**src/rtl/control_sequencer_if.sv**
```systemverilog
// Control bus between the SAP sequencer and the datapath.
// Carries the instruction register contents and ALU flags into the sequencer,
// and the one-hot control strobes, halt status and debug T-state out of it.
//   master : sequencer side (drives strobes, reads ir_out/flags)
//   slave  : datapath side (drives ir_out/flags, reads strobes)
interface control_sequencer_if;
    logic [15:0] ir_out;
    logic        carry_flag;
    logic        zero_flag;

    logic        pc_out;
    logic        pc_inc;
    logic        pc_load;
    logic        mar_write;
    logic        mem_read;
    logic        mem_write;
    logic        ir_write;
    logic        addr_out;
    logic        a_write;
    logic        a_out;
    logic        b_write;
    logic        alu_sub;
    logic        alu_out;
    logic        flags_write;
    logic        out_write;
    logic        halted;
    logic [2:0]  t_state;

    modport master (
        input  ir_out, carry_flag, zero_flag,
        output pc_out, pc_inc, pc_load, mar_write, mem_read, mem_write,
               ir_write, addr_out, a_write, a_out, b_write, alu_sub,
               alu_out, flags_write, out_write, halted, t_state
    );

    modport slave (
        output ir_out, carry_flag, zero_flag,
        input  pc_out, pc_inc, pc_load, mar_write, mem_read, mem_write,
               ir_write, addr_out, a_write, a_out, b_write, alu_sub,
               alu_out, flags_write, out_write, halted, t_state
    );
endinterface

```
**src/rtl/control_sequencer.sv**
```systemverilog
// Instruction-cycle sequencer of the 16-bit SAP core.
// A registered T-state walks fetch (T1-T2) and execute (T3-T5); the opcode in
// ir_out[15:12] selects the execute micro-steps. Strobes are decoded
// combinationally from the registered state, opcode and flags.
// Ports:
//   clk  : system clock, rising edge
//   rst  : asynchronous reset, active low
//   run  : permits a new fetch at an instruction boundary
//   bus  : control bus (master side) - ir_out/flags in, strobes/halted/t_state out
module control_sequencer #(
    parameter int unsigned OPC_W = 4
) (
    input  logic                 clk,
    input  logic                 rst,
    input  logic                 run,
    control_sequencer_if.master  bus
);

    typedef enum logic [2:0] {
        IDLE = 3'd0,
        T1   = 3'd1,
        T2   = 3'd2,
        T3   = 3'd3,
        T4   = 3'd4,
        T5   = 3'd5,
        HALT = 3'd7
    } state_t;

    localparam logic [OPC_W-1:0] OP_LDA = OPC_W'(4'h1);
    localparam logic [OPC_W-1:0] OP_ADD = OPC_W'(4'h2);
    localparam logic [OPC_W-1:0] OP_SUB = OPC_W'(4'h3);
    localparam logic [OPC_W-1:0] OP_STA = OPC_W'(4'h4);
    localparam logic [OPC_W-1:0] OP_LDI = OPC_W'(4'h5);
    localparam logic [OPC_W-1:0] OP_JMP = OPC_W'(4'h6);
    localparam logic [OPC_W-1:0] OP_JC  = OPC_W'(4'h7);
    localparam logic [OPC_W-1:0] OP_JZ  = OPC_W'(4'h8);
    localparam logic [OPC_W-1:0] OP_OUT = OPC_W'(4'hE);
    localparam logic [OPC_W-1:0] OP_HLT = OPC_W'(4'hF);

    state_t           state;
    state_t           state_next;
    logic             instr_end;
    logic [OPC_W-1:0] opcode;

    assign opcode      = bus.ir_out[15 -: OPC_W];
    assign bus.t_state = state;
    assign bus.halted  = (state == HALT);

    // State register; reset aborts any instruction in flight.
    always_ff @(posedge clk or negedge rst) begin
        if (!rst) begin
            state <= IDLE;
        end else begin
            state <= state_next;
        end
    end

    // Next state and control strobes.
    always_comb begin
        state_next      = state;
        instr_end       = 1'b0;
        bus.pc_out      = 1'b0;
        bus.pc_inc      = 1'b0;
        bus.pc_load     = 1'b0;
        bus.mar_write   = 1'b0;
        bus.mem_read    = 1'b0;
        bus.mem_write   = 1'b0;
        bus.ir_write    = 1'b0;
        bus.addr_out    = 1'b0;
        bus.a_write     = 1'b0;
        bus.a_out       = 1'b0;
        bus.b_write     = 1'b0;
        bus.alu_sub     = 1'b0;
        bus.alu_out     = 1'b0;
        bus.flags_write = 1'b0;
        bus.out_write   = 1'b0;

        unique case (state)
            IDLE: begin
                if (run) state_next = T1;
            end
            T1: begin
                bus.pc_out    = 1'b1;
                bus.mar_write = 1'b1;
                state_next    = T2;
            end
            T2: begin
                bus.mem_read = 1'b1;
                bus.ir_write = 1'b1;
                bus.pc_inc   = 1'b1;
                state_next   = T3;
            end
            T3: begin
                case (opcode)
                    OP_LDA, OP_ADD, OP_SUB, OP_STA: begin
                        bus.addr_out  = 1'b1;
                        bus.mar_write = 1'b1;
                        state_next    = T4;
                    end
                    OP_LDI: begin
                        bus.addr_out = 1'b1;
                        bus.a_write  = 1'b1;
                        instr_end    = 1'b1;
                    end
                    OP_JMP: begin
                        bus.addr_out = 1'b1;
                        bus.pc_load  = 1'b1;
                        instr_end    = 1'b1;
                    end
                    // Conditional jumps: flags are only looked at here.
                    OP_JC: begin
                        bus.addr_out = bus.carry_flag;
                        bus.pc_load  = bus.carry_flag;
                        instr_end    = 1'b1;
                    end
                    OP_JZ: begin
                        bus.addr_out = bus.zero_flag;
                        bus.pc_load  = bus.zero_flag;
                        instr_end    = 1'b1;
                    end
                    OP_OUT: begin
                        bus.a_out     = 1'b1;
                        bus.out_write = 1'b1;
                        instr_end     = 1'b1;
                    end
                    OP_HLT: begin
                        state_next = HALT;
                    end
                    default: begin
                        instr_end = 1'b1;
                    end
                endcase
            end
            T4: begin
                case (opcode)
                    OP_LDA: begin
                        bus.mem_read = 1'b1;
                        bus.a_write  = 1'b1;
                        instr_end    = 1'b1;
                    end
                    OP_ADD, OP_SUB: begin
                        bus.mem_read = 1'b1;
                        bus.b_write  = 1'b1;
                        state_next   = T5;
                    end
                    OP_STA: begin
                        bus.a_out     = 1'b1;
                        bus.mem_write = 1'b1;
                        instr_end     = 1'b1;
                    end
                    default: begin
                        instr_end = 1'b1;
                    end
                endcase
            end
            T5: begin
                bus.alu_out     = 1'b1;
                bus.a_write     = 1'b1;
                bus.flags_write = 1'b1;
                bus.alu_sub     = (opcode == OP_SUB);
                instr_end       = 1'b1;
            end
            HALT: begin
                state_next = HALT;
            end
            default: begin
                state_next = IDLE;
            end
        endcase

        // run only gates entry into the next fetch.
        if (instr_end) state_next = run ? T1 : IDLE;
    end

endmodule

```
**src/flat_wrapper.sv**
```systemverilog
// flat-port wrapper written by rule: the top's interface ports become plain ports
module control_sequencer_flat 
#(
    parameter int unsigned OPC_W = 4
)
  (clk, rst, run, bus_ir_out, bus_carry_flag, bus_zero_flag, bus_pc_out, bus_pc_inc, bus_pc_load, bus_mar_write, bus_mem_read, bus_mem_write, bus_ir_write, bus_addr_out, bus_a_write, bus_a_out, bus_b_write, bus_alu_sub, bus_alu_out, bus_flags_write, bus_out_write, bus_halted, bus_t_state);
  control_sequencer_if bus_i ();
  input  logic clk;
  input  logic rst;
  input  logic run;
  input wire logic [$bits(bus_i.ir_out)-1:0] bus_ir_out;
  input wire logic [$bits(bus_i.carry_flag)-1:0] bus_carry_flag;
  input wire logic [$bits(bus_i.zero_flag)-1:0] bus_zero_flag;
  output wire logic [$bits(bus_i.pc_out)-1:0] bus_pc_out;
  output wire logic [$bits(bus_i.pc_inc)-1:0] bus_pc_inc;
  output wire logic [$bits(bus_i.pc_load)-1:0] bus_pc_load;
  output wire logic [$bits(bus_i.mar_write)-1:0] bus_mar_write;
  output wire logic [$bits(bus_i.mem_read)-1:0] bus_mem_read;
  output wire logic [$bits(bus_i.mem_write)-1:0] bus_mem_write;
  output wire logic [$bits(bus_i.ir_write)-1:0] bus_ir_write;
  output wire logic [$bits(bus_i.addr_out)-1:0] bus_addr_out;
  output wire logic [$bits(bus_i.a_write)-1:0] bus_a_write;
  output wire logic [$bits(bus_i.a_out)-1:0] bus_a_out;
  output wire logic [$bits(bus_i.b_write)-1:0] bus_b_write;
  output wire logic [$bits(bus_i.alu_sub)-1:0] bus_alu_sub;
  output wire logic [$bits(bus_i.alu_out)-1:0] bus_alu_out;
  output wire logic [$bits(bus_i.flags_write)-1:0] bus_flags_write;
  output wire logic [$bits(bus_i.out_write)-1:0] bus_out_write;
  output wire logic [$bits(bus_i.halted)-1:0] bus_halted;
  output wire logic [$bits(bus_i.t_state)-1:0] bus_t_state;
  assign bus_i.ir_out = bus_ir_out;
  assign bus_i.carry_flag = bus_carry_flag;
  assign bus_i.zero_flag = bus_zero_flag;
  assign bus_pc_out = bus_i.pc_out;
  assign bus_pc_inc = bus_i.pc_inc;
  assign bus_pc_load = bus_i.pc_load;
  assign bus_mar_write = bus_i.mar_write;
  assign bus_mem_read = bus_i.mem_read;
  assign bus_mem_write = bus_i.mem_write;
  assign bus_ir_write = bus_i.ir_write;
  assign bus_addr_out = bus_i.addr_out;
  assign bus_a_write = bus_i.a_write;
  assign bus_a_out = bus_i.a_out;
  assign bus_b_write = bus_i.b_write;
  assign bus_alu_sub = bus_i.alu_sub;
  assign bus_alu_out = bus_i.alu_out;
  assign bus_flags_write = bus_i.flags_write;
  assign bus_out_write = bus_i.out_write;
  assign bus_halted = bus_i.halted;
  assign bus_t_state = bus_i.t_state;
  control_sequencer #(.OPC_W(OPC_W)) u_core (.clk(clk), .rst(rst), .run(run), .bus(bus_i));
endmodule
```
**config.mk**
```make
export PLATFORM = sky130hd
export DESIGN_NAME = control_sequencer_flat
export DESIGN_NICKNAME = d
export VERILOG_FILES = /design/src/rtl/control_sequencer_if.sv /design/src/rtl/control_sequencer.sv /design/src/flat_wrapper.sv
export SDC_FILE = /design/constraint.sdc
export NUM_CORES = 1
export LEC_CHECK = 0
export CORE_MARGIN = 8
export CORE_UTILIZATION = 27
export DETAILED_ROUTE_END_ITERATION = 8
export PLACE_DENSITY = 0.85
export SLEW_MARGIN = 20
export SYNTH_ARGS = -nofsm -noshare
export SYNTH_HDL_FRONTEND = slang
export SYNTH_SLANG_ARGS = --single-unit
```
**constraint.sdc**
```tcl
create_clock -name clk -period 1.38 [get_ports clk]
set_clock_uncertainty 0.15 [all_clocks]
set_input_delay 0.207 -clock clk [delete_from_list [all_inputs] [get_ports clk]]
set_output_delay 0.207 -clock clk [all_outputs]
set_load 0.03 [all_outputs]
```
## Word level (Yosys, flattened, before mapping)

Cells that the tools add are included.

| word-level totals | value |
|---|---|
| flip-flop bits (word level) | 3 |
| latch bits | 0 |
| bits in writable memories | 0 |
| bits in read-only memories | 0 |
| input port bits | 21 |
| output and inout port bits | 19 |
| word-level logic and storage cells | 59 |
| memories | 0 |

| cells by class | value |
|---|---|
| add/subtract/negate cells | 0 |
| $mul | 0 |
| divide/modulo/power cells | 0 |
| magnitude comparators | 0 |
| equality and inequality tests | 20 |
| shift operators | 0 |
| muxes and demuxes | 31 |
| bitwise gates (word level) | 0 |
| reduce and logical (&&, ||, !) cells | 7 |

Operators by type and width:

| cell | count |
|---|---|
| one-hot mux 3 bit (7 select lines) | 1 |
| 2-to-1 mux 1 bit | 19 |
| == test 4 x 3 -> 1 bit, second input constant | 4 |
| == test 4 bit, second input constant | 3 |
| one-hot mux 1 bit (3 select lines) | 4 |
| == test 3 bit, second input constant | 3 |
| 2-to-1 mux 3 bit | 3 |
| == test 4 x 2 -> 1 bit, second input constant | 2 |
| == test 3 x 2 -> 1 bit, second input constant | 2 |
| one-hot mux 1 bit (2 select lines) | 3 |
| one-hot mux 3 bit (2 select lines) | 1 |
| OR reduction 6 bit | 1 |
| OR reduction 5 bit | 1 |
| == test 4 x 1 -> 1 bit, second input constant | 1 |
| inequality test 4 x 1 -> 1 bit, second input constant | 1 |
| AND reduction 4 bit | 1 |
| OR reduction 4 bit | 1 |
| == test 3 x 1 -> 1 bit, second input constant | 1 |
| zero test 3 bit | 1 |
| inequality test 3 x 1 -> 1 bit, second input constant | 1 |
| inequality test 3 x 2 -> 1 bit, second input constant | 1 |
| OR reduction 3 bit | 1 |
| inequality test 2 x 1 -> 1 bit, second input constant | 1 |
| OR reduction 2 bit | 1 |

## Longest topological paths before layout

Gate-level depths: netlist of run 1.

| logic depth | value |
|---|---|
| word-level depth | 6 |
| gate-level depth with buffers | 5 |
| depth with buffers taken out | 4 |

## Worst setup path before layout of run 1

No wires, ideal clock.

| timing | value |
|---|---|
| path type | flip-flop to output port |
| start | register u_core.state[0], in the netlist u_core.bus.t_state[0] |
| end | output port bus_alu_sub |
| arrival time | 1.801 ns |
| required time | 1.023 ns |
| slack | -0.778 ns |
| stages on the path, launching flop included | 5 |
| path buffers | 1 |
| path through | dfrtp_1 -> clkbuf_1 -> inv_1 -> nor2_1 -> and4_2 |

| between the ends | value |
|---|---|
| cells in the longest elaborated chain, start to end | 2 |

Ends and longest elaborated chain:

| item | line | RTL |
|---|---|---|
| start: declaration | control_sequencer.sv:40 | `state_t state;` |
| start signal: assignment | control_sequencer.sv:54 | `state <= state_next;` |
| == test 3 bit | control_sequencer.sv:78 | `unique case (state)` |
| 2-to-1 mux 1 bit | control_sequencer.sv:78 |  |
| end: declaration | flat_wrapper.sv:25 | `output wire logic [$bits(bus_i.alu_sub)-1:0] bus_alu_sub;` |

Every way passes these cells.

## Worst setup path after layout of run 1

| timing | value |
|---|---|
| start | register u_core.state[1], in the netlist u_core.bus.t_state[1] |
| end | output port bus_a_out |

| between the ends | value |
|---|---|
| cells in the longest elaborated chain, start to end | 2 |

Ends and longest elaborated chain:

| item | line | RTL |
|---|---|---|
| == test 3 bit or == test 3 x 2 -> 1 bit (tied branches) | control_sequencer.sv:78 |  |
| one-hot mux 1 bit (2 select lines) * | control_sequencer.sv:78 |  |
| end: declaration | flat_wrapper.sv:23 | `output wire logic [$bits(bus_i.a_out)-1:0] bus_a_out;` |

Mark *: on every way between the ends. The rest lies on a longest branch, timed or not.

==> results.cfg, run 1 <==
[clocking]
cts_tree = done
cts_sinks = 3
cts_root_buffer = clkbuf_4
ctsHoldBuffers = 0
path_clk_slew_ps = 40
htreeDepth = 1
clock_path_buffers = 2
clkLatencyLatePin_ps = 240
cts_made_buffers = 3

[drt]
vias = 718
post_drt_wl_per_cell_um = 17.5
drt_iter0_markers = 8
drc_errors = 0
wl_mm = 2.39
first_pass_iters = 4
viasPerCell = 5.24
route.antenna.remaining_nets = 0

[timing]
slew_headroom_pct = 80.9
hold_violations = 0
worstMarginPinSlew_ps = 285
fin_crit_sh_pct = 141
drv_slew = 0
setup_viol = 19
rsz0062_at_grt = yes
min_period_ps = 1950
fmax_ghz = 0.513
final.setup.worst_slack_ps = -570

[critical_path]
reg2reg_depth = 5
slowest_delay_ps = 400
cp.buffers_inverters = 1
cp_max_fo = 3
end_kind = output pin
critical_path_class = flop to output pin
reg2reg_slack_ps = -230
crit_family = simple AND/OR/NAND/NOR gates
cp-start-kind = flop
critical_path_cell_count = 5
startpoint = u_core.bus.t_state[1]
worst_r2r_startpoint = u_core.bus.t_state[1]
endpoint = bus_a_out
cp.required_ps = 1020
r2r-end = u_core.bus.t_state[0]
crit_path_cell_trace = nand2b_4 -> or3_4 -> o22a_1 -> nor2_4 -> buf_6
cp.arrival_ps = 1590
slowest_stage = dfrtp_2

[place]
pre_cts_ws_ps = -857
port_buffers = 27
routabilityCongestion = 0.852
place_hpwl_mm = 1.38

[global_route]
grt_pass1_wl_mm = 3.65
grt_max_degree = 9
antenna_found_initial = 0
grt.overflow.total = 0
grt_pass1_vias = 776
grt_use_total_pct = 13.8

[pwr]
comb_power_share_pct = 82.4
p_int_mw = 0.974
powerDensity_mw_per_mm2 = 1570
switchingPower_mw = 0.921
power.leakage_nw = 0.565
p_clk_share_pct = 8.4
ir_worst_vdd_mv = 1.42
swShare_pct = 48.6
seqPwrFrac_pct = 9.3

[layout]
finalNetCount = 143
final_util_pct = 79.3
layout-drive-gt1-share_pct = 76.9
largest_reg_flops = 3
mostFrequentLayoutCell = buf_6
n_antenna_cell = 0
area_growth_pct = 170
most-common-layout-cells = buf_6, buf_4, nor2_4
fillers = 97

[synthesis]
ys_seq_elements = 3
avgSynthCellArea_um2 = 7.11
synthMuxAreaShare_pct = 2.23
synth_cells = 63
synth_compound_area_share_pct = 21.8
synthDistinctLibCells = 30
syn_area_um2 = 448
synth_nets = 84
synth_top_family_by_area = simple AND/OR/NAND/NOR gates
synth_xor_area_share_pct = 0
synth-simple-area-share_pct = 45.0
synthAdderAreaFrac_pct = 0
yosysSeqAreaShare_pct = 16.8
synth_warnings = 0

[floorplanning]
row_count = 14
dieArea_mm2 = 0.00322
die_h_um = 56.7
start_util_pct = 29.4
pin_count = 40
core-area_mm2 = 0.00152
die_w_um = 56.7

[status]
violations = setup timing
status = finished with violations

[worst_hold_path]
min_path_type = input pin to async pin

[run]
cap_violations = 0
==> worst min path at each step <==
stage	cells after the start	to	from
detailed placement	1	u_core.bus.t_state[1]	rst
finish	1	u_core.bus.t_state[1]	rst
floorplan	0	u_core.bus.t_state[0]	rst
CTS	1	u_core.bus.t_state[1]	rst
global placement	1	u_core.bus.t_state[2]	rst
global route	1	u_core.bus.t_state[0]	rst
==> power groups by stage <==
stage	Clock (mW)	Combinational, mW	Sequential [mW]
floorplan	0	0.679	0.236
global placement	0	1.12	0.165
detailed placement	0	1.13	0.169
CTS	0.160	1.39	0.161
global route	0.169	1.64	0.182
finish	0.158	1.56	0.176
==> per-layer routing <==
layer	vias up	track usage (%)	wire (µm)
met1	351	13.7	889
met3	7	2.70	87
li1	336	-	-
met5	-	0	0
met4	0	8.39	68
met2	24	25.4	1350
==> area by class of cell <==
| cell class | count | area, µm² | share of cell area, % |
|---|---|---|---|
| repair buffers | 61 | 576 | 47.6 |
| well taps | 16 | 20.0 | 1.66 |
| clock buffers | 4 | 26.3 | 2.17 |
| inverters | 3 | 13.8 | 1.14 |
| flip-flops and latches | 3 | 78.8 | 6.52 |
| multi-input cells | 50 | 494 | 40.9 |
==> cell families after synthesis <==
| kind of cell | Yosys count |
|---|---|
| compound gates | 15 |
| buf+inv | 10 |
| flops | 3 |
| mux | 1 |
| simple gates | 34 |
==> synthesized netlist by cell type <==
cell type  count  area share, %
nor2_1         9            7.5
a21oi_1        5            5.6
nand2_1        5            4.2
nor3_1         4            4.5
buf_4          3            5.0
dfrtp_1        3             17
inv_1          3            2.5
nand2b_1       3            4.2
o21ai_0        3            3.4
and3_1         2            2.8
buf_6          2            5.0
clkbuf_1       2            1.7
o22a_1         2            3.9
a31o_2         1            2.0
a31oi_1        1            1.4
and4_2         1            2.2
mux2i_1        1            2.2
nand2b_4       1            3.1
nand3_1        1            1.1
nand4_1        1            1.4
nand4b_1       1            2.0
nor2_2         1            1.4
nor3_2         1            2.2
nor3b_2        1            2.8
o211ai_1       1            1.7
o21bai_1       1            1.7
o311a_1        1            2.2
or2b_1         1            1.7
or3_1          1            1.4
or3_4          1            2.5
==> what timing repair did <==
item / CTS / global route
cloned: 0 / 0
hold endpoints to repair: 0 / 0
pin swaps: 10 / 6
gates resized for setup: 54 / 28
endpoints found under the setup margin: 19 / 20
buffers inserted: 9 / 5
==> metrics by stage <==
step                      area [µm²]  TNS, ps  hold slack (ps)  std cells  power [mW]
after detailed placement         895    -7470              263        121        1.30
after floorplan                  552    -4610             -239         63       0.915
after global routing            1210    -6610             20.3        137        1.99
after global placement           895    -7140              247        121        1.28
after CTS                       1120    -5780             15.9        134        1.71
final                           1210    -5770             12.9        137        1.90
No activity file was read; power rests on OpenSTA's default activity.
==> run 2: changes to the inputs <==
CORE_MARGIN = 3   (was 8)
==> results.cfg, run 2 (synthesis results as in run 1) <==
[critical_path]
critical_path_class = flop to output pin
slowest_delay_ps = 390
cp.arrival_ps = 1580
cp.buffers_inverters = 1
reg2reg_depth = 7
cp-start-kind = flop
cp.required_ps = 1020
crit_family = simple AND/OR/NAND/NOR gates
cp_max_fo = 3
crit_path_cell_trace = nand2b_4 -> or3_4 -> o22a_1 -> nor2_4 -> buf_6
slowest_stage = dfrtp_2
end_kind = output pin
critical_path_cell_count = 5

[timing]
setup_viol = 20
rsz0062_at_grt = yes
drv_slew = 0
hold_violations = 0
fin_crit_sh_pct = 141
min_period_ps = 1940
worstMarginPinSlew_ps = 342
fmax_ghz = 0.515
slew_headroom_pct = 77.2
final.setup.worst_slack_ps = -560

[global_route]
grt_pass1_vias = 653
grt_pass1_wl_mm = 3.07
grt_max_degree = 13
antenna_found_initial = 0
grt_use_total_pct = 20.2
grt.overflow.total = 0

[drt]
first_pass_iters = 4
drt_iter0_markers = 18
post_drt_wl_per_cell_um = 15.0
wl_mm = 2.01
route.antenna.remaining_nets = 0
drc_errors = 0
viasPerCell = 5.11
vias = 685

[status]
violations = setup timing
status = finished with violations

[pwr]
swShare_pct = 48.1
p_clk_share_pct = 8.3
powerDensity_mw_per_mm2 = 1580
ir_worst_vdd_mv = 1.24
p_int_mw = 0.946
comb_power_share_pct = 83.0
power.leakage_nw = 0.536
switchingPower_mw = 0.878
seqPwrFrac_pct = 8.7

[floorplanning]
die_w_um = 46.7
die_h_um = 46.7
start_util_pct = 29.1
row_count = 14
core-area_mm2 = 0.00154
pin_count = 40
dieArea_mm2 = 0.00218

[clocking]
cts_sinks = 3
clkLatencyLatePin_ps = 230
cts_tree = done
cts_made_buffers = 3
ctsHoldBuffers = 0
clock_path_buffers = 2
cts_root_buffer = clkbuf_4
path_clk_slew_ps = 40
htreeDepth = 1

[place]
routabilityCongestion = 0.832
port_buffers = 27
place_hpwl_mm = 1.31
dp_cells = 122
pre_cts_ws_ps = -660

[layout]
final_util_pct = 75.1
finalNetCount = 140
layoutNonFillerInstCount = 134
most-common-layout-cells = buf_6, buf_4, clkdlybuf4s50_1
largest_reg_flops = 3
area_growth_pct = 158
n_antenna_cell = 0
fillers = 105
mostFrequentLayoutCell = buf_6
layout-drive-gt1-share_pct = 72.0

[worst_hold_path]
min_path_type = input pin to async pin

[run]
cap_violations = 0
-- run 2: power by group through the flow --
stage / sequential [mW] / clock [mW] / combinational [mW]
finish: 0.159 / 0.151 / 1.51
global route: 0.163 / 0.164 / 1.60
CTS: 0.156 / 0.156 / 1.35
detailed placement: 0.157 / 0 / 1.13
global placement: 0.155 / 0 / 1.11
floorplan: 0.236 / 0 / 0.679
-- run 2: final cells by class --
type / count / area (µm²) / share of cell area (%)
sequential: 3 / 78.8 / 6.81
multi-input combinational: 50 / 472 / 40.8
timing repair buffer: 58 / 549 / 47.5
inverter: 3 / 11.3 / 0.973
clock buffer: 4 / 26.3 / 2.27
tap: 16 / 20.0 / 1.73
-- run 2: layer usage --
metal,track usage [%],up-vias,part of all wire [%]
met2,36.8,19,57
li1,-,334,-
met3,2.30,0,3.3
met1,25.4,332,39
met4,4.97,0,0
met5,0,-,0
-- run 2: worst paths after layout --
| check | from | endpoint | slack, ps |
|---|---|---|---|
| setup / recovery | u_core.bus.t_state[1] | bus_a_out | -560 |
| hold / removal | rst | u_core.bus.t_state[0] | 5 |
| setup reg to reg | u_core.bus.t_state[2] | u_core.bus.t_state[0] | -190 |
| hold reg to reg | u_core.bus.t_state[1] | u_core.bus.t_state[1] | 550 |
| max in group asynchronous | rst | u_core.bus.t_state[2] | 920 |
| min in group clk | bus_ir_out[13] | u_core.bus.t_state[0] | 460 |
-- run 2: per-stage QoR --
step	power (mW)	instance area, µm²	setup TNS (ps)	hold WS, ps
after detailed placement	1.29	900	-6920	249
after floorplan	0.915	552	-4610	-239
after global routing	1.93	1160	-7560	10.5
after CTS	1.66	1090	-6490	4.38
final	1.82	1160	-6520	4.73
after global placement	1.27	900	-6450	250
-- run 2: what timing repair did --
item                                    4_1_cts  5_1_grt
endpoints found under the setup margin       19       21
buffers inserted                              3        8
pin swaps                                    10        7
resized for setup                            42       11
